**src/rtl/imem_loader_if.sv**
```systemverilog
// imem_loader_if: instruction word stream into the loader and the
// byte-wide write port it drives into instruction memory.
interface imem_loader_if #(
    parameter int ADDR_W = 8
);
    logic              in_valid;
    logic [31:0]       in_data;
    logic              in_ready;
    logic              mem_we;
    logic [ADDR_W-1:0] mem_addr;
    logic [7:0]        mem_wdata;

    modport master (
        output in_valid, in_data,
        input  in_ready, mem_we, mem_addr, mem_wdata
    );

    modport slave (
        input  in_valid, in_data,
        output in_ready, mem_we, mem_addr, mem_wdata
    );
endinterface

```
**src/rtl/imem_loader.sv**
```systemverilog
// imem_loader: streams 32-bit instruction words into byte-wide imem,
// LSB first, stalling the core and flagging unsupported opcodes.
module imem_loader #(
    parameter int ADDR_W = 8,
    parameter int CNT_W  = 7
) (
    input  logic              clk,
    input  logic              rst_n,
    input  logic              start,
    input  logic [ADDR_W-1:0] base_addr,
    input  logic [CNT_W-1:0]  word_count,
    input  logic              abort,
    output logic              busy,
    output logic              done,
    output logic              error,
    output logic              illegal_op,
    output logic [CNT_W-1:0]  words_written,
    imem_loader_if.slave      bus
);

    localparam logic [1:0] S_IDLE   = 2'd0;
    localparam logic [1:0] S_ACCEPT = 2'd1;
    localparam logic [1:0] S_WRITE  = 2'd2;
    localparam logic [1:0] S_DONE   = 2'd3;

    localparam int SUM_W = ADDR_W + 2;

    logic [1:0]        state;
    logic [ADDR_W-1:0] cur;
    logic [CNT_W-1:0]  cnt_q;
    logic [31:0]       data_q;
    logic [1:0]        idx;

    logic [SUM_W-1:0]  end_addr;
    logic              args_ok;
    logic              op_ok;

    // End of region is computed two bits wider so it cannot wrap.
    assign end_addr = SUM_W'(base_addr) + (SUM_W'(word_count) << 2);
    assign args_ok  = (base_addr[1:0] == 2'b00)
                   && (word_count != '0)
                   && (end_addr <= (SUM_W'(1) << ADDR_W));

    assign op_ok = bus.in_data[6:0] inside {
        7'b0110011, 7'b0010011, 7'b0000011,
        7'b0100011, 7'b1100011
    };

    assign bus.in_ready = (state == S_ACCEPT);
    assign busy         = (state == S_ACCEPT) || (state == S_WRITE);
    assign done         = (state == S_DONE);

    always_ff @(posedge clk or negedge rst_n) begin
        if (!rst_n) begin
            state         <= S_IDLE;
            cur           <= '0;
            cnt_q         <= '0;
            data_q        <= '0;
            idx           <= '0;
            error         <= 1'b0;
            illegal_op    <= 1'b0;
            words_written <= '0;
            bus.mem_we    <= 1'b0;
            bus.mem_addr  <= '0;
            bus.mem_wdata <= '0;
        end else begin
            error      <= 1'b0;
            bus.mem_we <= 1'b0;
            unique case (state)
                S_IDLE: begin
                    if (start) begin
                        if (args_ok) begin
                            cur           <= base_addr;
                            cnt_q         <= word_count;
                            words_written <= '0;
                            illegal_op    <= 1'b0;
                            state         <= S_ACCEPT;
                        end else begin
                            error <= 1'b1;
                        end
                    end
                end
                S_ACCEPT: begin
                    if (abort) begin
                        state <= S_IDLE;
                    end else if (bus.in_valid) begin
                        data_q <= bus.in_data;
                        idx    <= '0;
                        state  <= S_WRITE;
                        if (!op_ok) illegal_op <= 1'b1;
                    end
                end
                S_WRITE: begin
                    if (abort) begin
                        state <= S_IDLE;
                    end else begin
                        bus.mem_we    <= 1'b1;
                        bus.mem_addr  <= cur + ADDR_W'(idx);
                        bus.mem_wdata <= data_q[{idx, 3'b000} +: 8];
                        idx           <= idx + 2'd1;
                        if (idx == 2'd3) begin
                            cur           <= cur + ADDR_W'(4);
                            words_written <= words_written + 1'b1;
                            state <= (words_written + 1'b1 == cnt_q)
                                   ? S_DONE : S_ACCEPT;
                        end
                    end
                end
                S_DONE: state <= S_IDLE;
                default: state <= S_IDLE;
            endcase
        end
    end

endmodule
```
**src/flat_wrapper.sv**
```systemverilog
// flat-port wrapper written by rule: the top's interface ports become plain ports
module imem_loader_flat 
#(
    parameter int ADDR_W = 8,
    parameter int CNT_W  = 7
)
  (clk, rst_n, start, base_addr, word_count, abort, busy, done, error, illegal_op, words_written, bus_in_valid, bus_in_data, bus_in_ready, bus_mem_we, bus_mem_addr, bus_mem_wdata);
  imem_loader_if #(.ADDR_W(ADDR_W)) bus_i ();
  input  logic clk;
  input  logic rst_n;
  input  logic start;
  input  logic [ADDR_W-1:0] base_addr;
  input  logic [CNT_W-1:0] word_count;
  input  logic abort;
  output logic busy;
  output logic done;
  output logic error;
  output logic illegal_op;
  output logic [CNT_W-1:0] words_written;
  input wire logic [$bits(bus_i.in_valid)-1:0] bus_in_valid;
  input wire logic [$bits(bus_i.in_data)-1:0] bus_in_data;
  output wire logic [$bits(bus_i.in_ready)-1:0] bus_in_ready;
  output wire logic [$bits(bus_i.mem_we)-1:0] bus_mem_we;
  output wire logic [$bits(bus_i.mem_addr)-1:0] bus_mem_addr;
  output wire logic [$bits(bus_i.mem_wdata)-1:0] bus_mem_wdata;
  assign bus_i.in_valid = bus_in_valid;
  assign bus_i.in_data = bus_in_data;
  assign bus_in_ready = bus_i.in_ready;
  assign bus_mem_we = bus_i.mem_we;
  assign bus_mem_addr = bus_i.mem_addr;
  assign bus_mem_wdata = bus_i.mem_wdata;
  imem_loader #(.ADDR_W(ADDR_W), .CNT_W(CNT_W)) u_core (.clk(clk), .rst_n(rst_n), .start(start), .base_addr(base_addr), .word_count(word_count), .abort(abort), .busy(busy), .done(done), .error(error), .illegal_op(illegal_op), .words_written(words_written), .bus(bus_i));
endmodule
```
**config.mk**
```make
export PLATFORM = sky130hd
export DESIGN_NAME = imem_loader_flat
export DESIGN_NICKNAME = d
export VERILOG_FILES = /design/src/rtl/imem_loader_if.sv /design/src/rtl/imem_loader.sv /design/src/flat_wrapper.sv
export SDC_FILE = /design/constraint.sdc
export NUM_CORES = 1
export LEC_CHECK = 0
export CAP_MARGIN = 25
export CORE_MARGIN = 2
export CORE_UTILIZATION = 54
export CTS_BUF_LIST = sky130_fd_sc_hd__clkbuf_8
export CTS_CLUSTER_DIAMETER = 120
export DETAILED_ROUTE_END_ITERATION = 8
export PLACE_DENSITY = 0.83
export SLEW_MARGIN = 40
export SYNTH_ARGS = -nofsm -noshare
export SYNTH_HDL_FRONTEND = slang
export SYNTH_SLANG_ARGS = --single-unit
```
**constraint.sdc**
```tcl
create_clock -name clk -period 2 [get_ports clk]
set_input_delay 0.5 -clock clk [delete_from_list [all_inputs] [get_ports clk]]
set_output_delay 0.5 -clock clk [all_outputs]
set_load 0.02 [all_outputs]
```
# Yosys cells after proc, flatten, opt, wreduce, memory -nomap -nowiden
# Cells that the tools add are included.
# Widths: inputs -> output; s select.
dict set report word_totals {
  regBits 77
  latchBits 0
  ram_bits 0
  romBits 0
  inputBits 52
  memories 0
}
dict set report classes {
  add_sub_neg 5
  n_mul 0
  n_div 0
  n_lt_le_gt_ge 1
  n_eq_ne 19
  shifts 1
  muxes 33
  bitwise_logic 1
  reduce_logical 17
}
# cell count
set ops {}
lappend ops {{$mux 8} 4}
lappend ops {{$shiftx 32x6->8} 1}
lappend ops {{$mux 7} 4}
lappend ops {{$mux 2} 10}
lappend ops {{$pmux 8 s2} 1}
lappend ops {{$eq 7x6->1 const B} 2}
lappend ops {{$pmux 7 s2} 1}
lappend ops {{$ne 2x2->1 const B} 6}
lappend ops {{$add 8x9->10} 1}
lappend ops {{$le 10x9->1 const B} 1}
lappend ops {{$mux 1} 10}
lappend ops {{$add 8x2->8} 1}
lappend ops {{$add 8x3->8 const B} 1}
lappend ops {{$pmux 2 s4} 1}
lappend ops {{$reduce_and 4->1} 2}
lappend ops {{$add 7x1->7 const B} 1}
lappend ops {{$eq 7x2->1 const B} 1}
lappend ops {{$eq 7x5->1 const B} 1}
lappend ops {{$eq 7x7->1} 1}
lappend ops {{$eq 7x7->1 const B} 1}
lappend ops {{$reduce_bool 7->1} 1}
lappend ops {{$eq 2x2->1 const B} 3}
lappend ops {{$ne 3x3->1 const B} 2}
lappend ops {{$reduce_and 3->1} 2}
lappend ops {{other kinds (14)} 18}

# Longest topological paths before layout
dict set report depth {
  depth_word 6
  mapped_depth 10
}

# Worst setup path before layout
# No wires, ideal clock.
dict set report synth_timing {
  kind {input-to-reg}
  start {input base_addr[2]}
  end {register u_core.cnt_q[0]}
  arrival_time_ns 2.684
  t_required_ns 1.875
  setup_slack_ns -0.809
  stages 9
  cell_sequence {ha_1 fa_1 a21oi_1 o211ai_1 or4b_1 a21oi_2 or2_2 buf_12 mux2_4}
}
dict set report synth_via {
  elab_chain_len 4
}
# element line_no
set synth_rtl {}
lappend synth_rtl {{start, declared} flat_wrapper.sv:12} ;# input logic [ADDR_W-1:0] base_addr;
lappend synth_rtl {{$add 8x9->10} imem_loader.sv:39} ;# assign end_addr = SUM_W'(base_addr) + (SUM_W'(word_count) << 2);
lappend synth_rtl {{$le 10x9->1} imem_loader.sv:42} ;# && (end_addr <= (SUM_W'(1) << ADDR_W));
lappend synth_rtl {{$logic_and 1x1->1} imem_loader.sv:42}
lappend synth_rtl {{$reduce_and 3->1 (no source line)} --}
lappend synth_rtl {{end signal, assigned} imem_loader.sv:74} ;# cnt_q <= word_count;
lappend synth_rtl {{end, declared} imem_loader.sv:30} ;# logic [CNT_W-1:0] cnt_q;
# Every way passes these cells.
# A chain may end at the register's enable or synchronous reset.

# Worst setup path in the final report
dict set report layout_timing {
  start {input base_addr[4]}
  end {register u_core.cur[3]}
}
dict set report layout_via {
  elab_chain_len 5
}
# element line_no
set layout_rtl {}
lappend layout_rtl {{$add 8x9->10} imem_loader.sv:39}
lappend layout_rtl {{$le 10x9->1} imem_loader.sv:42}
lappend layout_rtl {{$logic_and 1x1->1} imem_loader.sv:42}
lappend layout_rtl {{$ne 2x1->1 (no source line)} --}
lappend layout_rtl {{$reduce_and 5->1 (no source line)} --}
lappend layout_rtl {{end signal, assigned} imem_loader.sv:73} ;# cur <= base_addr;
lappend layout_rtl {{end signal, assigned} imem_loader.sv:102} ;# cur <= cur + ADDR_W'(4);
lappend layout_rtl {{end, declared} imem_loader.sv:29} ;# logic [ADDR_W-1:0] cur;
# Every way passes these cells.

==> metrics.txt <==
Power Density=1240 mW/mm^2; setup TNS=-13.34 ns; clock network fraction of design power=17.5%; clock tree buffer depth=2; input/output buffers=80; insertion delay to the later sink of the worst-skew pair=0.36 ns; Net Switching=2.75 mW; Fin Clk Skew=0.0116 ns; gpl congestion=0.957; EDFF count, synth=0; global route overflow=0; CTS buffer count=9; cts hold-fix bufs=0; Final setup violation count=26; num rows=32; DIE HEIGHT=92.3 um; critical path arrival=2.92 ns; Fmax=370 MHz; crit path cell chain=dlygate4sd2_1, ha_4, inv_1, o21bai_1, xor2_2, a2111oi_4, buf_6, buf_4, nor3b_4, mux2i_1, o211ai_1; maxcap violations=0; placed insts=599; Routed Antenna Nets=0; synthesized flop and latch total=77; Tmin final=2.71 ns; mapped cell area=0.00421 sq mm; post-synthesis sequential area ratio=45.8%; Comb power frac=46.0%; dominant synthesized flop cell=dfrtp_1; most frequent cells in the layout=77 x dfrtp_1, 58 x clkdlybuf4s50_1, 57 x nand2_1, 57 x buf_4, 32 x mux2_2; DPL Wire Length=7.90 mm; Core Region=0.00765 sq mm; pre-CTS setup slack=-1.32 ns; Final #Nets=593; cells after synthesis=385; Reg power frac=36.6%; RSZ-0062 raised after global routing=yes; Post-Syn Nets=454; Top delay family on crit path=buffers and inverters; most common cell after layout, fill and taps aside=dfrtp_1; Cell Int Power=4.76 mW; ratio of cells with drive above 1 in the final layout=33.6%; share of the synthesized area in the top cell type=45.8%; distinct cell type count after synthesis=53; starting density of the core=55.0%; via count=3770; period utilization=135%; H-tree depth=3; Worst Path Max Fanout=8; Worst setup EP type=flip-flop; status=complete, but fails checks; Vias/cell=5.97; All-Layer GR Usage=28.5%; residual DRC count=0; Peak VDD IR=0.000801 V; synth top area cells=dfrtp_1 46%, mux2_2 8.6%, nand2_1 5.2%; Cell Count, Final, Fillers Out=631; Yosys warning count=0; syn_area_per_cell=10.9 sq um; Async S/R FF share, synth=100%; first-pass GRT wire length=18.6 mm; CP max-delay cell=nor3b_4; Max-slew headroom=69.7%; Hold Path Class=input port to async pin; max-slew violation count=0; die area=0.00851 sq mm; Ports=81; 1st-pass router iterations=5; CTS sink count=77; CP startpoint kind=input port; WP buf/inv=4; final wirelength=12.9 mm; Max stage delay on crit path=0.42 ns; vias in the first global route=3692; Util after Layout=79.3%; die width=92.3 um; Wirelength per Cell=20.4 um; clk slew on worst S/H paths=0.09 ns; iteration-0 DRC count of the detailed router=400; sw frac=36.6%; Crit Path Category=input port to flip-flop; pin count of the biggest net entering global routing=36; diode count=0; failing checks=negative setup slack; CTS tree=done; WP data required=2.22 ns; LEAKAGE=2.62 nW; largest area contributor in the netlist=dfrtp_1; final hold violations=0; final worst slack=-0.705 ns; Layout Area Growth over Synthesis=44.2%; worst-margin pin slew=0.455 ns; Pwr Total=7.51 mW; Root Driver=clkbuf_8; initial antenna violation count=0
-- cell type report --
cell class	instances	area, sq um
Tap cell	102	128
Multi-Input combinational cell	279	2430
Sequential cell	77	1930
Fill cell	438	1580
Clock inverter	7	97.6
Clock buffer	9	124
Inverter	13	48.8
Timing Repair Buffer	144	1310
-- sequential cells by signal (all words and copies together) (netlist names) --
signal                count
u_core.bus.mem_we         1
u_core.idx                2
u_core.state              2
u_core.bus.mem_addr       8
u_core.illegal_op         1
u_core.words_written      7
u_core.bus.mem_wdata      8
u_core.error              1
u_core.cnt_q              7
u_core.data_q            32
u_core.cur                8
-- stage by stage --
| stage | hold WS, ns | area (sq um) |
|---|---|---|
| floorplan | 0.204 | 4240 |
| global placement | 0.431 | 5470 |
| detailed placement | 0.438 | 5470 |
| CTS | 0.0574 | 5920 |
| global route | 0.0644 | 6070 |
| finish | 0.0574 | 6070 |
-- Yosys cell counts (2+ instances only) --
| cell | n |
|---|---|
| nor3_1 | 4 |
| a211oi_1 | 2 |
| fa_1 | 2 |
| a41oi_1 | 4 |
| nor4_1 | 2 |
| nand2b_1 | 5 |
| nor2_1 | 17 |
| xor2_1 | 6 |
| o21ai_0 | 15 |
| mux2i_1 | 3 |
| nand3_1 | 13 |
| ha_1 | 15 |
| and3_1 | 5 |
| or3_1 | 4 |
| nor2b_1 | 3 |
| dfrtp_1 | 77 |
| mux2_2 | 32 |
| inv_1 | 13 |
| o22ai_1 | 2 |
| o22a_1 | 3 |
| o211ai_1 | 9 |
| mux4_2 | 8 |
| xnor2_1 | 11 |
| nand2_1 | 58 |
| or2_2 | 2 |
| a21oi_2 | 3 |
| a21oi_1 | 20 |
| clkbuf_1 | 16 |
| mux2_4 | 7 |
-- worst reg2reg max path: stages (launching register included) --
cell and delay [ns]:
dfrtp_1 0.37, inv_1 0.09, ha_1 0.21, nand2_1 0.25
a2111oi_4 0.08, buf_6 0.14, buf_4 0.13, nor3b_4 0.42
mux2i_1 0.31, o211ai_1 0.14
-- power groups by stage --
stage	Sequential, mW	Clock, mW	Combinational (mW)
detailed placement	2.73	0	3.21
global route	2.81	1.38	3.71
global placement	2.67	0	3.09
floorplan	2.85	0	1.82
CTS	2.70	1.32	3.29
finish	2.75	1.31	3.45
-- kinds of logic after synthesis --
logic type | count (synthesis) | synth area share (%)
fa+ha+maj | 17 | 5.41
xor+xnor | 17 | 3.54
mux | 50 | 16.1
simple gates | 120 | 13.3
compound gates | 73 | 12.5
flops | 77 | 45.8
buf+inv | 31 | 3.33
-- layer usage --
metal	GRT usage (%)	vias to the layer above	wire length (um)
met5	0	-	0
met4	13.3	0	622
met3	5.75	50	800
met2	48.0	190	6660
met1	35.3	1869	4790
li1	-	1661	-
-- what timing repair did --
action	CTS	global route
buffers inserted	9	6
pin swaps	26	21
gates cloned	1	1
endpoints found under the setup margin	32	28
gates resized for setup	71	25
-- path summary, 6_finish.rpt --
check | start | end | slack [ns] | cells after the start
worst max-delay path | base_addr[4] | u_core.cur[3]$_DFFE_PN0P_ | -0.71 | 11
worst min-delay path | rst_n | u_core.bus.mem_we$_DFF_PN0_ | 0.06 | 1
worst max register to register | u_core.state[1]$_DFFE_PN0P_ | u_core.cur[3]$_DFFE_PN0P_ | -0.29 | 9
worst min register to register | u_core.bus.mem_addr[2]$_DFFE_PN0P_ | u_core.bus.mem_addr[2]$_DFFE_PN0P_ | 0.48 | 2
max in group asynchronous | rst_n | u_core.data_q[25]$_DFFE_PN0P_ | 1.35 | 2
min in group clk | u_core.bus.mem_addr[2]$_DFFE_PN0P_ | u_core.bus.mem_addr[2]$_DFFE_PN0P_ | 0.48 | 2
Note: power is estimated with default switching activity, not from simulation.
